### config.mk
export PLATFORM = sky130hd
export DESIGN_NAME = trap_sequencer_flat
export DESIGN_NICKNAME = d
export VERILOG_FILES = /design/src/rtl/trap_sequencer_if.sv /design/src/rtl/trap_sequencer.sv /design/src/flat_wrapper.sv
export SDC_FILE = /design/constraint.sdc
export NUM_CORES = 1
export LEC_CHECK = 0
export ABC_CLOCK_PERIOD_IN_PS = 3200
export CAP_MARGIN = 5
export CORE_AREA = 4 4 136 138
export CTS_BUF_LIST = sky130_fd_sc_hd__clkbuf_16
export DETAILED_ROUTE_END_ITERATION = 16
export DIE_AREA = 0 0 140 142
export GPL_TIMING_DRIVEN = 0
export PLACE_DENSITY = 0.77
export SKIP_LAST_GASP = 1
export SLEW_MARGIN = 10
export SYNTH_ARGS = -nofsm -noshare
export SYNTH_HDL_FRONTEND = slang
export SYNTH_SLANG_ARGS = --single-unit
### constraint.sdc
create_clock -name clk -period 3.2 [get_ports clk]
set_input_delay 0.8 -clock clk [delete_from_list [all_inputs] [get_ports clk]]
set_output_delay 0.8 -clock clk [all_outputs]
set_load 0.02 [all_outputs]
### src/rtl/trap_sequencer_if.sv
// Trap sequencer signal bundle: pipeline event inputs, flush/redirect strobes and trap CSR state.
// The slave modport is the sequencer; the master modport is the pipeline core side.
interface trap_sequencer_if;
  logic        irq_i;
  logic        illegal_id_i;
  logic [63:0] id_pc_i;
  logic        mem_fault_i;
  logic [63:0] mem_pc_i;
  logic        mret_i;
  logic [63:0] mtvec_i;
  logic        flush_ifid_o;
  logic        flush_idex_o;
  logic        flush_exmem_o;
  logic        flush_memwb_o;
  logic        pc_redirect_o;
  logic [63:0] pc_target_o;
  logic [63:0] mepc_o;
  logic [4:0]  mcause_o;
  logic        mie_o;
  logic        busy_o;
  logic [15:0] trap_count_o;

  modport slave (
    input  irq_i, illegal_id_i, id_pc_i, mem_fault_i, mem_pc_i, mret_i, mtvec_i,
    output flush_ifid_o, flush_idex_o, flush_exmem_o, flush_memwb_o,
    output pc_redirect_o, pc_target_o, mepc_o, mcause_o, mie_o, busy_o, trap_count_o
  );

  modport master (
    output irq_i, illegal_id_i, id_pc_i, mem_fault_i, mem_pc_i, mret_i, mtvec_i,
    input  flush_ifid_o, flush_idex_o, flush_exmem_o, flush_memwb_o,
    input  pc_redirect_o, pc_target_o, mepc_o, mcause_o, mie_o, busy_o, trap_count_o
  );
endinterface

### src/rtl/trap_sequencer.sv
// Trap entry/return sequencer: captures faults, flushes the pipeline and redirects fetch.
// Define TRAP_IRQ_EN to enable the external interrupt path and a functional mie_o.
//
// state    | meaning
// IDLE     | normal execution, watching for trap events
// FLUSH    | flush strobes active for the captured cause
// REDIRECT | fetch redirected to mtvec, mie cleared, trap counted
// IN_TRAP  | handler running; mret returns, any fault halts
// RETURN   | fetch redirected to mepc, mie set
// HALT     | double fault; only reset leaves
module trap_sequencer (
  input  logic            clk,
  input  logic            rst_n,
  trap_sequencer_if.slave bus
);
`ifdef TRAP_IRQ_EN
  localparam logic IRQ_EN = 1'b1;
`else
  localparam logic IRQ_EN = 1'b0;
`endif

  typedef enum logic [2:0] {IDLE, FLUSH, REDIRECT, IN_TRAP, RETURN, HALT} state_t;

  state_t      state_q, state_d;
  logic [3:0]  flush_q, flush_d;
  logic        redirect_q, redirect_d;
  logic [63:0] target_q, target_d;
  logic [63:0] mepc_q, mepc_d;
  logic [4:0]  mcause_q, mcause_d;
  logic [15:0] count_q, count_d;
  logic        mie_q, mie_d;
  logic        irq_take;

  assign irq_take = IRQ_EN & bus.irq_i & mie_q;

  always_ff @(posedge clk or negedge rst_n) begin
    if (!rst_n) begin
      state_q    <= IDLE;
      flush_q    <= '0;
      redirect_q <= 1'b0;
      target_q   <= '0;
      mepc_q     <= '0;
      mcause_q   <= '0;
      count_q    <= '0;
      mie_q      <= IRQ_EN;
    end else begin
      state_q    <= state_d;
      flush_q    <= flush_d;
      redirect_q <= redirect_d;
      target_q   <= target_d;
      mepc_q     <= mepc_d;
      mcause_q   <= mcause_d;
      count_q    <= count_d;
      mie_q      <= mie_d;
    end
  end

  // Strobe registers are loaded with the values for the state being entered.
  always_comb begin
    state_d    = state_q;
    flush_d    = '0;
    redirect_d = 1'b0;
    target_d   = '0;
    mepc_d     = mepc_q;
    mcause_d   = mcause_q;
    count_d    = count_q;
    mie_d      = mie_q;
    unique case (state_q)
      IDLE: begin
        if (bus.mem_fault_i) begin
          state_d  = FLUSH;
          flush_d  = 4'b1111;
          mepc_d   = bus.mem_pc_i;
          mcause_d = 5'h05;
        end else if (bus.illegal_id_i || bus.mret_i) begin
          state_d  = FLUSH;
          flush_d  = 4'b0011;
          mepc_d   = bus.id_pc_i;
          mcause_d = 5'h02;
        end else if (irq_take) begin
          state_d  = FLUSH;
          flush_d  = 4'b0011;
          mepc_d   = bus.id_pc_i;
          mcause_d = 5'h1B;
        end
      end
      FLUSH: begin
        state_d    = REDIRECT;
        redirect_d = 1'b1;
        target_d   = bus.mtvec_i;
        mie_d      = 1'b0;
        if (count_q != 16'hFFFF) count_d = count_q + 16'd1;
      end
      REDIRECT: state_d = IN_TRAP;
      IN_TRAP: begin
        if (bus.mem_fault_i || bus.illegal_id_i) begin
          state_d = HALT;
        end else if (bus.mret_i) begin
          state_d    = RETURN;
          redirect_d = 1'b1;
          target_d   = mepc_q;
          flush_d    = 4'b0001;
          mie_d      = IRQ_EN;
        end
      end
      RETURN:  state_d = IDLE;
      HALT:    state_d = HALT;
      default: state_d = IDLE;
    endcase
  end

  assign bus.flush_ifid_o  = flush_q[0];
  assign bus.flush_idex_o  = flush_q[1];
  assign bus.flush_exmem_o = flush_q[2];
  assign bus.flush_memwb_o = flush_q[3];
  assign bus.pc_redirect_o = redirect_q;
  assign bus.pc_target_o   = target_q;
  assign bus.mepc_o        = mepc_q;
  assign bus.mcause_o      = mcause_q;
  assign bus.mie_o         = mie_q;
  assign bus.trap_count_o  = count_q;
  assign bus.busy_o        = (state_q == FLUSH) || (state_q == REDIRECT) ||
                             (state_q == RETURN) || (state_q == HALT);
endmodule

### src/flat_wrapper.sv
// flat-port wrapper written by rule: the top's interface ports become plain ports
module trap_sequencer_flat 
  (clk, rst_n, bus_irq_i, bus_illegal_id_i, bus_id_pc_i, bus_mem_fault_i, bus_mem_pc_i, bus_mret_i, bus_mtvec_i, bus_flush_ifid_o, bus_flush_idex_o, bus_flush_exmem_o, bus_flush_memwb_o, bus_pc_redirect_o, bus_pc_target_o, bus_mepc_o, bus_mcause_o, bus_mie_o, bus_busy_o, bus_trap_count_o);
  trap_sequencer_if bus_i ();
  input  logic clk;
  input  logic rst_n;
  input wire logic [$bits(bus_i.irq_i)-1:0] bus_irq_i;
  input wire logic [$bits(bus_i.illegal_id_i)-1:0] bus_illegal_id_i;
  input wire logic [$bits(bus_i.id_pc_i)-1:0] bus_id_pc_i;
  input wire logic [$bits(bus_i.mem_fault_i)-1:0] bus_mem_fault_i;
  input wire logic [$bits(bus_i.mem_pc_i)-1:0] bus_mem_pc_i;
  input wire logic [$bits(bus_i.mret_i)-1:0] bus_mret_i;
  input wire logic [$bits(bus_i.mtvec_i)-1:0] bus_mtvec_i;
  output wire logic [$bits(bus_i.flush_ifid_o)-1:0] bus_flush_ifid_o;
  output wire logic [$bits(bus_i.flush_idex_o)-1:0] bus_flush_idex_o;
  output wire logic [$bits(bus_i.flush_exmem_o)-1:0] bus_flush_exmem_o;
  output wire logic [$bits(bus_i.flush_memwb_o)-1:0] bus_flush_memwb_o;
  output wire logic [$bits(bus_i.pc_redirect_o)-1:0] bus_pc_redirect_o;
  output wire logic [$bits(bus_i.pc_target_o)-1:0] bus_pc_target_o;
  output wire logic [$bits(bus_i.mepc_o)-1:0] bus_mepc_o;
  output wire logic [$bits(bus_i.mcause_o)-1:0] bus_mcause_o;
  output wire logic [$bits(bus_i.mie_o)-1:0] bus_mie_o;
  output wire logic [$bits(bus_i.busy_o)-1:0] bus_busy_o;
  output wire logic [$bits(bus_i.trap_count_o)-1:0] bus_trap_count_o;
  assign bus_i.irq_i = bus_irq_i;
  assign bus_i.illegal_id_i = bus_illegal_id_i;
  assign bus_i.id_pc_i = bus_id_pc_i;
  assign bus_i.mem_fault_i = bus_mem_fault_i;
  assign bus_i.mem_pc_i = bus_mem_pc_i;
  assign bus_i.mret_i = bus_mret_i;
  assign bus_i.mtvec_i = bus_mtvec_i;
  assign bus_flush_ifid_o = bus_i.flush_ifid_o;
  assign bus_flush_idex_o = bus_i.flush_idex_o;
  assign bus_flush_exmem_o = bus_i.flush_exmem_o;
  assign bus_flush_memwb_o = bus_i.flush_memwb_o;
  assign bus_pc_redirect_o = bus_i.pc_redirect_o;
  assign bus_pc_target_o = bus_i.pc_target_o;
  assign bus_mepc_o = bus_i.mepc_o;
  assign bus_mcause_o = bus_i.mcause_o;
  assign bus_mie_o = bus_i.mie_o;
  assign bus_busy_o = bus_i.busy_o;
  assign bus_trap_count_o = bus_i.trap_count_o;
  trap_sequencer u_core (.clk(clk), .rst_n(rst_n), .bus(bus_i));
endmodule
Yosys cells after proc, flatten, opt, wreduce, memory -nomap -nowiden

Index checks and enable logic that the tools add are counted.
W data, S select, Z words.

Register bits: 158

Add/subtract/negate cells: 1
Equal/unequal tests: 10
Mux-type cells: 23
Reductions and logical operators: 12

Operator list:

| operator                | number |
|---|---|
| $mux W64                | 4 |
| $pmux W64 S2            | 1 |
| $add A16 B1 Y16 const B | 1 |
| $ne A16 B16 Y1 const B  | 1 |
| $pmux W3 S5             | 1 |
| $mux W3                 | 4 |
| $mux W5                 | 2 |
| $mux W4                 | 2 |
| $pmux W4 S2             | 1 |
| $eq A3 B2 Y1 const B    | 2 |
| $eq A3 B3 Y1 const B    | 2 |
| $ne A3 B2 Y1 const B    | 2 |
| $reduce_and A2 Y1       | 3 |
| $logic_or A1 B1 Y1      | 5 |
| $mux W1                 | 5 |
| $ne A2 B2 Y1 const B    | 2 |
| $pmux W1 S2             | 2 |
| $reduce_bool A2 Y1      | 2 |
| $eq A3 B1 Y1 const B    | 1 |
| $logic_not A3 Y1        | 1 |
| $reduce_and A3 Y1       | 1 |
| $mux W2                 | 1 |

Logic depth before layout (Yosys ltp)

Depth in word-level cells: 4
Gate-level depth with buffers: 8
Depth with buffers taken out: 5

Worst setup path after synthesis

No wires, ideal clock.

Path type: in2reg
From: input bus_mem_fault_i
To: register u_core.mepc_q[55], in the netlist u_core.bus.mepc_o[55]
Arrival: 2.104 ns
Required time: 3.074 ns
Path slack: 0.970 ns
Stages on the path: 7
Path through: buf_2 > nor3_1 > or4_1 > buf_2 > buf_6 > buf_6 > a221o_1

Word-level cells in the longest chain between the ends: 2
Elaborated cells on any way between the ends: 3
Classes of those cells: mux: 1; reduce/logical: 2

RTL lines:

| element                             | RTL line             | source |
|---|---|---|
| start: declaration                  | flat_wrapper.sv:10   | `input wire logic [$bits(bus_i.mem_fault_i)-1:0] bus_mem_fault_i;` |
| $reduce_bool A2 Y1 (no source line) | n/a                  |  |
| $reduce_and A2 Y1 (no source line)  | n/a                  |  |
| end signal: assignment              | trap_sequencer.sv:51 | `mepc_q <= mepc_d;` |
| end: declaration                    | trap_sequencer.sv:28 | `logic [63:0] mepc_q, mepc_d;` |

Parallel ways exist; a longest one is shown, timed or not.
A chain may end at the register's enable or synchronous reset.

Final worst setup path

From: input bus_mret_i
To: register u_core.mepc_q[30], in the netlist u_core.bus.mepc_o[30]

Word-level cells in the longest chain between the ends: 3

RTL lines:

| element                             | RTL line             | source |
|---|---|---|
| start: declaration                  | flat_wrapper.sv:12   | `input wire logic [$bits(bus_i.mret_i)-1:0] bus_mret_i;` |
| $logic_or A1 B1 Y1                  | trap_sequencer.sv:75 | `end else if (bus.illegal_id_i \|\| bus.mret_i) begin` |
| $reduce_bool A2 Y1 (no source line) | n/a                  |  |
| $reduce_and A2 Y1 (no source line)  | n/a                  |  |

Every way passes these cells.

==> reports/metrics.csv <==
stage;metric;value;unit
run;maxCapViolations;0;
sta;worstMarginPinSlew;0.8218;ns
global_routing;grt_pass1_vias;6087;
place;hpwlAfterDp;18970;µm
cells_and_area;syn_to_final_growth;68.85;%
clocking;clock_latency;0.42;ns
logic_synthesis;synthArstFlopShare;100.0;%
critical_path;cp.depth;7;
clocking;cts_htree_levels;4;
status;status;complete, no violations;
pwr;leakage;4.466;nW
critical_path;critPathArrivalTime;2.97;ns
die;initial_core_util;36.74;%
global_routing;grt_max_degree;90;
logic_synthesis;post_synth.cell_area_avg;13.20;µm²
die;core_area;17180;µm²
cells_and_area;fill_cells;1396;
routing;num_vias;5706;
cells_and_area;postLayoutCoreUtil;62.03;%
routing;drt-initial-drc-count;359;
sta;relSlewSlack;45.21;%
sta;timing.final.hold_violations;0;
sta;fin_crit_sh;83.61;%
critical_path;setup.worst_path.end;u_core.bus.mepc_o[30];
routing;routed_wl;25200;µm
routing;drc;0;
sta;hold_slack;0.3221;ns
cells_and_area;nNetsFinal;1047;
place;pre_cts_slack;0.1199;ns
critical_path;critical_path_required;3.49;ns
sta;finalClockSkew;0.01318;ns
critical_path;r2r_end;u_core.bus.pc_target_o[46];
clocking;path_clk_slew;0.06;ns
logic_synthesis;yosys.cell_types.count;35;
clocking;max-clock-path-buffers;2;
die;ios;354;
clocking;cts_sinks;153;
die;fp-row-count;48;
place;place.gp.congestion;0.8499;
logic_synthesis;synth-edff-count;0;
logic_synthesis;yosys_register_bits;153;
logic_synthesis;synth_warnings;0;
die;dieArea;19880;µm²
critical_path;reg2regPathDepth;4;
clocking;cts_resized;0;
critical_path;crit_chain;clkdlybuf4s50_1 > nor3_1 > or4_1 > buf_2 > clkbuf_1 > nor3b_1 > a221o_1;
global_routing;grt_pass1_wl;37220;µm
pwr;peakVddDrop;0.0004337;V
sta;fin_ws;0.5244;ns
cells_and_area;diodes;0;
routing;wl_per_cell;23.21;µm
critical_path;cp_max_fo;10;
clocking;cts_hold_buf;0;
routing;routed_via_density;5.254;
die;fp.dieH;142;µm
routing;antenna_left;0;
critical_path;worstSetupEndpointType;flop;
global_routing;gr-total-overflow;0;
critical_path;crit_slowest_cell;clkbuf_1;
sta;final_max_slew_viol_count;0;
sta;period_needed;2.676;ns
critical_path;critPathKind;in -> reg;
routing;firstDrtPassIters;4;
critical_path;startpoint;bus_mret_i;
sta;fmax;0.3738;GHz
logic_synthesis;yosysSeqAreaShare;60.68;%
sta;rsz0062_at_grt;no;
clocking;root_buffer;clkbuf_16;
cells_and_area;drive_gt1_share;6.039;%
min_path;min_path_type;in -> async;
critical_path;cpPeakStageDelay;0.51;ns
logic_synthesis;syn-cell-area;6310;µm²
die;fp.dieW;140;µm
sta;finalSetupViolations;0;
clocking;cts_buffers;17;
logic_synthesis;postSynthCellCount;478;
global_routing;track_usage;24.85;%
clocking;post-cts-setup-buffer-count;0;
global_routing;antenna_found_initial;0;
place;port_buffers;348;
critical_path;r2r_setup_slack;0.65;ns
logic_synthesis;ys.flop_type;dfrtp_1;
pwr;power_density;913.9;nW/µm²
logic_synthesis;synth_top_area_share;60.68;%
logic_synthesis;post-synth-top-area-cell;dfrtp_1;
critical_path;reg2reg_from;u_core.state_q[0];
critical_path;path_buf_inv;3;
logic_synthesis;synth_area_leaders;dfrtp_1 61%, a221o_1 10%, a22o_1 8.9%;
critical_path;critPathTopFamily;buffers and inverters;
critical_path;startpoint_type;primary input;
clocking;cts_tree;built;
==> worst min-delay path by stage <==
stage,endpoint,slack [ns],cells after the start
6_report,u_core.bus.mepc_o[5],0.32,1
2_1_floorplan,u_core.bus.mcause_o[0],0.50,0
4_1_cts,u_core.bus.mepc_o[5],0.33,1
3_5_place_dp,u_core.bus.mcause_o[1],0.48,2
5_1_grt,u_core.bus.mepc_o[5],0.34,1
3_3_place_gp,u_core.bus.mcause_o[1],0.46,2
==> synthesized netlist by cell type, drive strengths merged (2+ instances only) <==
| library cell | instances |
|---|---|
| xor2 | 14 |
| and3 | 3 |
| clkbuf | 25 |
| dfrtp | 153 |
| nand2 | 10 |
| nand2b | 3 |
| nand4 | 3 |
| inv | 2 |
| nor3b | 66 |
| o21ai | 2 |
| nor2 | 6 |
| a22o | 64 |
| xnor2 | 2 |
| mux2i | 2 |
| a21oi | 2 |
| nand3 | 4 |
| or2 | 2 |
| nor4 | 5 |
| buf | 27 |
| a221o | 63 |
| nor3 | 9 |
==> metrics by stage <==
stage	setup TNS, ns	instance area, µm²	power, mW	instances
final	0	10650	9.736	1086
after global routing	0	10650	10.21	1086
after CTS	0	10650	9.800	1086
after detailed placement	0	10110	7.913	1054
after global placement	-762.90	10080	7.844	1053
after floorplan	0	6317	5.482	480
==> final cells by class <==
cell class,instances,area [µm²],share of cell area [%]
well taps,225,281.5,2.642
clock buffers,17,425.4,3.993
plain buffers,52,289.0,2.713
multi-input cells,273,2192,20.58
repair buffers,349,3516,33.00
flip-flops and latches,153,3829,35.94
clock inverters,15,113.9,1.069
inverters,2,7.507,0.07046
==> state kept, by name (all words and copies together) (netlist names) <==
register / flops
u_core.bus.mcause_o: 2
u_core.bus.mepc_o: 64
u_core.bus.pc_redirect_o: 1
u_core.bus.pc_target_o: 64
u_core.bus.trap_count_o: 16
u_core.flush_q: 3
u_core.state_q: 3
==> power breakdown <==
part	internal (mW)	switching (mW)	total, mW	leakage [nW]
sequential	2.68	0.539	3.22	1.98
combinational	2.33	2.33	4.66	2.23
clock	1.05	0.806	1.86	0.260
total	6.06	3.68	9.74	4.47
==> logic make-up after synthesis <==
logic type / Yosys count / synth area share, %
muxes: 3 / 0.4957
buffers and inverters: 54 / 4.700
adders and majority gates: 1 / 0.1983
other: 1 / 0.05943
xor gates and xnor gates: 16 / 2.221
and+or+nand+nor: 116 / 12.08
DFF: 153 / 60.68
AOI/OAI and AO/OA: 134 / 19.57
==> placed cells by master (no fill, tap or decap), drive strengths merged, types with 4 or more instances in the layout <==
master         count
nor2               6
a22o              64
clkinvlp           5
nor3               9
inv                6
buf               29
a221o             63
nor3b             66
clkinv             5
clkbuf            42
nand2             10
clkdlybuf4s50    347
dfrtp            153
nor4               5
xor2              14
nand3              4
==> routing by layer <==
layer / GRT usage, % / routed length, µm / up-vias
met3: 7.392 / 1916 / 32
met1: 30.55 / 10100 / 2783
li1: - / - / 2595
met5: 0 / 0 / -
met4: 8.516 / 551 / 0
met2: 42.09 / 12640 / 296
(Power assumes the default switching activity.)
